<file path="src/rtl/ysyx_23060111_pkg.sv">
// Shared encodings and helpers for the ysyx_23060111 load/store unit.
package ysyx_23060111_pkg;

  localparam logic [1:0] SZ_B = 2'd0;
  localparam logic [1:0] SZ_H = 2'd1;
  localparam logic [1:0] SZ_W = 2'd2;

  typedef enum logic [1:0] {
    ST_IDLE = 2'd0,
    ST_REQ  = 2'd1,
    ST_WAIT = 2'd2,
    ST_RESP = 2'd3
  } state_t;

  function automatic logic [3:0] gen_strb(input logic [1:0] size, input logic [1:0] off);
    case (size)
      SZ_B:    return 4'b0001 << off;
      SZ_H:    return 4'b0011 << off;
      default: return 4'b1111;
    endcase
  endfunction

  // Size 3 is reserved and always rejected.
  function automatic logic is_misaligned(input logic [1:0] size, input logic [1:0] off);
    case (size)
      SZ_B:    return 1'b0;
      SZ_H:    return off[0];
      SZ_W:    return off != 2'b00;
      default: return 1'b1;
    endcase
  endfunction

endpackage

</file>
<file path="src/rtl/ysyx_23060111_lsu_align.sv">
// Byte-lane steering: store strobes/replication and load lane extraction with extension.
module ysyx_23060111_lsu_align
  import ysyx_23060111_pkg::*;
(
  input  logic [1:0]  off,
  input  logic [1:0]  size,
  input  logic        is_unsigned,
  input  logic [31:0] wdata,
  input  logic [31:0] rdata,
  output logic [3:0]  wstrb,
  output logic [31:0] wdata_sh,
  output logic [31:0] rdata_ext
);

  logic [31:0] lane;

  always_comb begin
    lane  = rdata >> {off, 3'b000};
    wstrb = gen_strb(size, off);
    case (size)
      SZ_B: begin
        wdata_sh  = {4{wdata[7:0]}};
        rdata_ext = is_unsigned ? {24'd0, lane[7:0]} : {{24{lane[7]}}, lane[7:0]};
      end
      SZ_H: begin
        wdata_sh  = {2{wdata[15:0]}};
        rdata_ext = is_unsigned ? {16'd0, lane[15:0]} : {{16{lane[15]}}, lane[15:0]};
      end
      default: begin
        wdata_sh  = wdata;
        rdata_ext = rdata;
      end
    endcase
  end

endmodule

</file>
<file path="src/rtl/ysyx_23060111_lsu.sv">
// Load/store unit: one outstanding request on a handshaked, variable-latency word bus.
module ysyx_23060111_lsu
  import ysyx_23060111_pkg::*;
#(
  parameter int unsigned TIMEOUT = 255,
  parameter int unsigned ADDR_W  = 32
) (
  input  logic              clk,
  input  logic              rst,
  input  logic              req_valid,
  output logic              req_ready,
  input  logic              req_wen,
  input  logic [ADDR_W-1:0] req_addr,
  input  logic [31:0]       req_wdata,
  input  logic [1:0]        req_size,
  input  logic              req_unsigned,
  output logic              resp_valid,
  input  logic              resp_ready,
  output logic [31:0]       resp_rdata,
  output logic              resp_err,
  output logic              mem_valid,
  input  logic              mem_ready,
  output logic [ADDR_W-1:0] mem_addr,
  output logic              mem_wen,
  output logic [31:0]       mem_wdata,
  output logic [3:0]        mem_wstrb,
  input  logic              mem_rvalid,
  input  logic [31:0]       mem_rdata
);

  localparam int unsigned CNT_W = 32;

  state_t            state, state_n;
  logic [1:0]        off_q, off_n, size_q, size_n;
  logic              uns_q, uns_n, wen_q, wen_n;
  logic [CNT_W-1:0]  cnt, cnt_n;
  logic              req_ready_n, resp_valid_n, resp_err_n, mem_valid_n, mem_wen_n;
  logic [31:0]       resp_rdata_n, mem_wdata_n;
  logic [3:0]        mem_wstrb_n;
  logic [ADDR_W-1:0] mem_addr_n;

  logic [1:0]        off_sel_c, size_sel_c;
  logic [3:0]        strb_c;
  logic [31:0]       wdata_sh_c, rdata_ext_c;

  // Store lanes come from the live request at accept; load lanes from the captured one.
  assign off_sel_c  = (state == ST_IDLE) ? req_addr[1:0] : off_q;
  assign size_sel_c = (state == ST_IDLE) ? req_size : size_q;

  ysyx_23060111_lsu_align u_align (
    .off         (off_sel_c),
    .size        (size_sel_c),
    .is_unsigned (uns_q),
    .wdata       (req_wdata),
    .rdata       (mem_rdata),
    .wstrb       (strb_c),
    .wdata_sh    (wdata_sh_c),
    .rdata_ext   (rdata_ext_c)
  );

  always_comb begin
    state_n      = state;
    off_n        = off_q;
    size_n       = size_q;
    uns_n        = uns_q;
    wen_n        = wen_q;
    cnt_n        = cnt;
    resp_valid_n = resp_valid;
    resp_rdata_n = resp_rdata;
    resp_err_n   = resp_err;
    mem_valid_n  = mem_valid;
    mem_addr_n   = mem_addr;
    mem_wen_n    = mem_wen;
    mem_wdata_n  = mem_wdata;
    mem_wstrb_n  = mem_wstrb;
    case (state)
      ST_IDLE: begin
        if (req_valid) begin
          off_n  = req_addr[1:0];
          size_n = req_size;
          uns_n  = req_unsigned;
          wen_n  = req_wen;
          if (is_misaligned(req_size, req_addr[1:0])) begin
            state_n      = ST_RESP;
            resp_valid_n = 1'b1;
            resp_err_n   = 1'b1;
            resp_rdata_n = 32'd0;
          end else begin
            state_n     = ST_REQ;
            mem_valid_n = 1'b1;
            mem_addr_n  = {req_addr[ADDR_W-1:2], 2'b00};
            mem_wen_n   = req_wen;
            mem_wdata_n = req_wen ? wdata_sh_c : 32'd0;
            mem_wstrb_n = req_wen ? strb_c : 4'b0000;
          end
        end
      end
      ST_REQ: begin
        if (mem_ready) begin
          state_n     = ST_WAIT;
          mem_valid_n = 1'b0;
          cnt_n       = '0;
        end
      end
      ST_WAIT: begin
        // A response arriving on the timeout cycle still completes normally.
        if (mem_rvalid) begin
          state_n      = ST_RESP;
          resp_valid_n = 1'b1;
          resp_err_n   = 1'b0;
          resp_rdata_n = wen_q ? 32'd0 : rdata_ext_c;
        end else if (TIMEOUT != 0 && cnt == CNT_W'(TIMEOUT - 1)) begin
          state_n      = ST_RESP;
          resp_valid_n = 1'b1;
          resp_err_n   = 1'b1;
          resp_rdata_n = 32'd0;
        end else begin
          cnt_n = cnt + CNT_W'(1);
        end
      end
      ST_RESP: begin
        if (resp_ready) begin
          state_n      = ST_IDLE;
          resp_valid_n = 1'b0;
          resp_err_n   = 1'b0;
          resp_rdata_n = 32'd0;
        end
      end
      default: state_n = ST_IDLE;
    endcase
    req_ready_n = (state_n == ST_IDLE);
  end

  always_ff @(posedge clk) begin
    if (rst) begin
      state      <= ST_IDLE;
      off_q      <= 2'd0;
      size_q     <= 2'd0;
      uns_q      <= 1'b0;
      wen_q      <= 1'b0;
      cnt        <= '0;
      req_ready  <= 1'b1;
      resp_valid <= 1'b0;
      resp_rdata <= 32'd0;
      resp_err   <= 1'b0;
      mem_valid  <= 1'b0;
      mem_addr   <= '0;
      mem_wen    <= 1'b0;
      mem_wdata  <= 32'd0;
      mem_wstrb  <= 4'd0;
    end else begin
      state      <= state_n;
      off_q      <= off_n;
      size_q     <= size_n;
      uns_q      <= uns_n;
      wen_q      <= wen_n;
      cnt        <= cnt_n;
      req_ready  <= req_ready_n;
      resp_valid <= resp_valid_n;
      resp_rdata <= resp_rdata_n;
      resp_err   <= resp_err_n;
      mem_valid  <= mem_valid_n;
      mem_addr   <= mem_addr_n;
      mem_wen    <= mem_wen_n;
      mem_wdata  <= mem_wdata_n;
      mem_wstrb  <= mem_wstrb_n;
    end
  end

endmodule
</file>
<file path="config.mk">
export PLATFORM = sky130hd
export DESIGN_NAME = ysyx_23060111_lsu
export DESIGN_NICKNAME = d
export VERILOG_FILES = /design/src/rtl/ysyx_23060111_pkg.sv /design/src/rtl/ysyx_23060111_lsu_align.sv /design/src/rtl/ysyx_23060111_lsu.sv
export SDC_FILE = /design/constraint.sdc
export NUM_CORES = 1
export LEC_CHECK = 0
export ABC_AREA = 0
export ABC_CLOCK_PERIOD_IN_PS = 3050
export CORE_UTILIZATION = 46
export CTS_CLUSTER_DIAMETER = 80
export DETAILED_ROUTE_END_ITERATION = 7
export PLACE_DENSITY = 0.78
export SLEW_MARGIN = 30
export SYNTH_ARGS = -nofsm -noshare
export SYNTH_HDL_FRONTEND = slang
export SYNTH_SLANG_ARGS = --single-unit
export TNS_END_PERCENT = 5
</file>
<file path="constraint.sdc">
create_clock -name clk -period 3.05 [get_ports clk]
set_input_delay 0.305 -clock clk [delete_from_list [all_inputs] [get_ports clk]]
set_output_delay 0.305 -clock clk [all_outputs]
set_load 0.02 [all_outputs]
</file>
==> flow_summary.html <==
<table>
<tr><th>Metric</th><th>Value</th></tr>
<tr><th colspan="2">Logic synthesis</th></tr>
<tr><td>Proportion of register bits with asynchronous set or reset after synthesis</td><td>0</td></tr>
<tr><td>Most numerous cell types in the synthesized netlist</td><td>sky130_fd_sc_hd__nand2_1 (152), sky130_fd_sc_hd__dfxtp_1 (143), sky130_fd_sc_hd__nor2_1 (100)</td></tr>
<tr><td>Post-synth top flop</td><td>sky130_fd_sc_hd__dfxtp_1</td></tr>
<tr><td>Share of synthesized area occupied by flip-flops and latches</td><td>0.443</td></tr>
<tr><td>Yosys top cell area share</td><td>0.443</td></tr>
<tr><td>Yosys top cell by area</td><td>sky130_fd_sc_hd__dfxtp_1</td></tr>
<tr><td>Mean instance size in the synthesized netlist</td><td>8.28 µm²</td></tr>
<tr><td>Most instantiated library cell after synthesis</td><td>sky130_fd_sc_hd__nand2_1</td></tr>
<tr><td>Post-synth design cell area</td><td>6460 µm²</td></tr>
<tr><td>Synthesis Warnings</td><td>0</td></tr>
<tr><td>Number of cells produced by synthesis</td><td>780</td></tr>
<tr><td>Count of flip-flops with a built-in enable after synthesis</td><td>0</td></tr>
<tr><td>Distinct cells, synth</td><td>57</td></tr>
<tr><td>Number of storage elements in the synthesis netlist</td><td>143</td></tr>
<tr><td>Largest cells by area after synthesis</td><td>sky130_fd_sc_hd__dfxtp_1 (44%), sky130_fd_sc_hd__nand2_1 (8.8%), sky130_fd_sc_hd__nor2_1 (5.8%)</td></tr>
<tr><th colspan="2">Global routing</th></tr>
<tr><td>Final global-route overflow total</td><td>0</td></tr>
<tr><td>Antenna violations before repair</td><td>0</td></tr>
<tr><td>First-pass GRT wire length</td><td>30.8 mm</td></tr>
<tr><td>Largest net degree at the start of global routing</td><td>68</td></tr>
<tr><td>Total global routing track utilization</td><td>0.270</td></tr>
<tr><td>Vias in the first global route</td><td>6109</td></tr>
<tr><th colspan="2">Outcome</th></tr>
<tr><td>Run status</td><td>finished, final reports clean</td></tr>
<tr><th colspan="2">Cells and area</th></tr>
<tr><td>Area occupied by multi-input gates</td><td>3380 µm²</td></tr>
<tr><td>Final design instance area without fill</td><td>9350 µm²</td></tr>
<tr><td>Fill cell instance count of the final layout</td><td>1112</td></tr>
<tr><td>Area used by sequential logic in the layout</td><td>2860 µm²</td></tr>
<tr><td>Non-filler instance count after layout</td><td>1165</td></tr>
<tr><td>Final Net Count</td><td>1085</td></tr>
<tr><td>Share of final-layout standard cells stronger than drive strength 1</td><td>0.0819</td></tr>
<tr><td>Share of the core filled with cells in the final layout</td><td>0.695</td></tr>
<tr><td>Area growth from synthesis to final layout</td><td>44.8%</td></tr>
<tr><td>Diode insertion count for antenna repair</td><td>0</td></tr>
<tr><th colspan="2">Setup path</th></tr>
<tr><td>Crit path cell chain</td><td>nor2_4 &gt; mux2i_4 &gt; mux2_2 &gt; a22oi_1 &gt; a2111oi_4 &gt; a221o_1</td></tr>
<tr><td>Crit path buffers/inverters</td><td>0</td></tr>
<tr><td>WS Path Type</td><td>reg -&gt; reg</td></tr>
<tr><td>Largest incremental delay on the critical path</td><td>860 ps</td></tr>
<tr><td>Worst EP arrival</td><td>3110 ps</td></tr>
<tr><td>Number of cells traversed by the worst register-to-register path</td><td>6</td></tr>
<tr><td>Worst-path cell with the longest stage delay</td><td>sky130_fd_sc_hd__a2111oi_4</td></tr>
<tr><td>Critical Path Sink Type</td><td>flop</td></tr>
<tr><td>Cell type group with the largest total delay on the critical path</td><td>compound AO/OA/AOI/OAI gates</td></tr>
<tr><td>Startpoint type of the worst setup path</td><td>flop</td></tr>
<tr><td>Required @ worst endpoint</td><td>3410 ps</td></tr>
<tr><td>Worst Path Max Fanout</td><td>16</td></tr>
<tr><td>Critical path depth</td><td>6</td></tr>
<tr><th colspan="2">Floorplanning</th></tr>
<tr><td>Starting utilization of the core area</td><td>0.480</td></tr>
<tr><td>Number of I/O pins</td><td>211</td></tr>
<tr><td>Placement row count</td><td>42</td></tr>
<tr><td>Area of the die</td><td>14500 µm²</td></tr>
<tr><td>Chip width</td><td>120 µm</td></tr>
<tr><td>DIE HEIGHT</td><td>120 µm</td></tr>
<tr><td>Placeable core region</td><td>13500 µm²</td></tr>
<tr><th colspan="2">Place</th></tr>
<tr><td>Cell count after placement</td><td>1134</td></tr>
<tr><td>DP Area</td><td>8730 µm²</td></tr>
<tr><td>GP Congestion</td><td>0.867</td></tr>
<tr><td>HPWL after DPL</td><td>13.3 mm</td></tr>
<tr><td>Number of buffers inserted by port buffering</td><td>208</td></tr>
<tr><th colspan="2">Timing</th></tr>
<tr><td>Highest achievable clock rate</td><td>0.363 GHz</td></tr>
<tr><td>Worst relative slew slack</td><td>0.411</td></tr>
<tr><td>Finish-stage setup viols</td><td>0</td></tr>
<tr><td>Final TNS setup</td><td>0 ps</td></tr>
<tr><td>Final worst clock skew</td><td>7.41 ps</td></tr>
<tr><td>Pins over their slew limit</td><td>0</td></tr>
<tr><td>Transition at the pin with the smallest max-transition slack</td><td>883 ps</td></tr>
<tr><td>Final hold violation count</td><td>0</td></tr>
<tr><td>Setup repair after global routing missed its margin</td><td>no</td></tr>
<tr><td>Clock period minus final worst setup slack</td><td>2760 ps</td></tr>
<tr><td>Final Cycle Share</td><td>0.904</td></tr>
<tr><td>Hold_ws</td><td>343 ps</td></tr>
<tr><th colspan="2">CTS</th></tr>
<tr><td>Clock latency on the worst-skew pair</td><td>420 ps</td></tr>
<tr><td># clock sinks</td><td>143</td></tr>
<tr><td>Setup Buffers After CTS</td><td>0</td></tr>
<tr><td>CTS Buf Count</td><td>17</td></tr>
<tr><td>CTS H-tree depth</td><td>4</td></tr>
<tr><td>Clk slew on worst S/H paths</td><td>60 ps</td></tr>
<tr><td>TritonCTS clock tree</td><td>built</td></tr>
<tr><td>Resized Gates After CTS</td><td>0</td></tr>
<tr><td>Root Buffer</td><td>sky130_fd_sc_hd__clkbuf_16</td></tr>
<tr><td>Hold buffer count at CTS</td><td>0</td></tr>
<tr><td>Max clock buf depth</td><td>2</td></tr>
<tr><th colspan="2">Detailed routing</th></tr>
<tr><td>Vias per cell</td><td>5.50</td></tr>
<tr><td>Initial detailed-routing violation count</td><td>484</td></tr>
<tr><td>Post-Route WL</td><td>19.2 mm</td></tr>
<tr><td>Number of detailed-route iterations in the first pass</td><td>5</td></tr>
<tr><td>Via Count</td><td>6404</td></tr>
<tr><td>Wire length per cell after detailed routing</td><td>16.5 µm</td></tr>
<tr><td>Residual DRC</td><td>0</td></tr>
<tr><td>Antenna Violating Nets Remaining</td><td>0</td></tr>
<tr><th colspan="2">Min path</th></tr>
<tr><td>Worst Hold Class</td><td>in -&gt; reg</td></tr>
<tr><td>Hold path cells</td><td>2</td></tr>
<tr><th colspan="2">Pwr</th></tr>
<tr><td>Worst supply voltage drop on vdd</td><td>0.000432 V</td></tr>
<tr><td>Power density normalized to cell area</td><td>561 nW/µm²</td></tr>
<tr><td>Total leakage power</td><td>3.47 nW</td></tr>
<tr><th colspan="2">Run</th></tr>
<tr><td>Max-capacitance violation count</td><td>0</td></tr>
</table>
-- flip-flops by register name, summed over array words and instances (netlist names) --
| register | flops |
|---|---|
| size_q | 2 |
| resp_rdata | 32 |
| wen_q | 1 |
| resp_err | 1 |
| mem_wdata | 32 |
| req_ready | 1 |
| uns_q | 1 |
| state | 2 |
| resp_valid | 1 |
| mem_addr | 30 |
| cnt | 32 |
| off_q | 2 |
| mem_valid | 1 |
| mem_wen | 1 |
| mem_wstrb | 4 |
-- cell families (layout without fill, tap and decap cells) --
logic type                 Yosys count  in the layout  share of synthesized area
AOI/OAI and AO/OA                  178            178                      0.188
xor gates and xnor gates            25             25                     0.0339
adders and majority gates            2              2                    0.00388
buffers and inverters               56            264                     0.0390
DFF                                143            143                      0.443
muxes                               36             36                     0.0607
other                                1              2                   0.000581
and+or+nand+nor                    339            339                      0.230
-- path summary, 6_finish.rpt --
kind / start / slack [ps] / end
max: state[1] / 290 / resp_rdata[24]
min: rst / 340 / cnt[0]
max reg2reg: state[1] / 290 / resp_rdata[24]
min reg2reg: resp_rdata[7] / 450 / resp_rdata[7]
-- layout make-up --
type / instances / area share
clock inverters: 13 / 0.0202
well taps: 176 / 0.0236
clock buffers: 18 / 0.0459
multi-input cells: 582 / 0.362
repair buffers: 228 / 0.240
flip-flops and latches: 143 / 0.306
inverters: 5 / 0.00201
-- power by group --
group,switching (W),internal [W],leakage [nW]
logic,0.000591,0.000481,2.02
clock network,0.000809,0.00137,0.297
registers,0.0000488,0.00195,1.16
-- placed cells by master, fill, tap and decap left out, drive strengths merged, types with 10 or more instances in the layout --
cell	n
nand4	10
nand2	152
clkdlybuf4s50	207
a31oi	11
a22oi	33
dfxtp	143
nor4	10
nand3	27
mux2	12
mux2i	24
buf	21
clkbuf	18
xor2	19
a21oi	58
a221o	16
o21ai	26
nor2	101
-- worst reg2reg max path, stage by stage, from the launching register on --
cell                        delay [ps]
sky130_fd_sc_hd__dfxtp_1           330
sky130_fd_sc_hd__nor2_4            350
sky130_fd_sc_hd__mux2i_4           530
sky130_fd_sc_hd__mux2_2            290
sky130_fd_sc_hd__a22oi_1           120
sky130_fd_sc_hd__a2111oi_4         860
sky130_fd_sc_hd__a221o_1           230
-- metal layers --
| metal | up-vias | GRT usage | share of wire | wire length [µm] |
|---|---|---|---|---|
| li1 | 3147 | - | - | - |
| met1 | 3023 | 0.337 | 0.44 | 8390 |
| met2 | 209 | 0.447 | 0.48 | 9240 |
| met3 | 25 | 0.0736 | 0.066 | 1260 |
| met4 | 0 | 0.0887 | 0.019 | 357 |
| met5 | - | 0 | 0 | 0 |
-- through the flow --
stage,worst slack [ps],power [W]
floorplan,833,0.00264
global placement,188,0.00308
detailed placement,130,0.00310
global route,138,0.00545
CTS,285,0.00527
finish,292,0.00525
No activity file was read; power rests on OpenSTA's default activity.
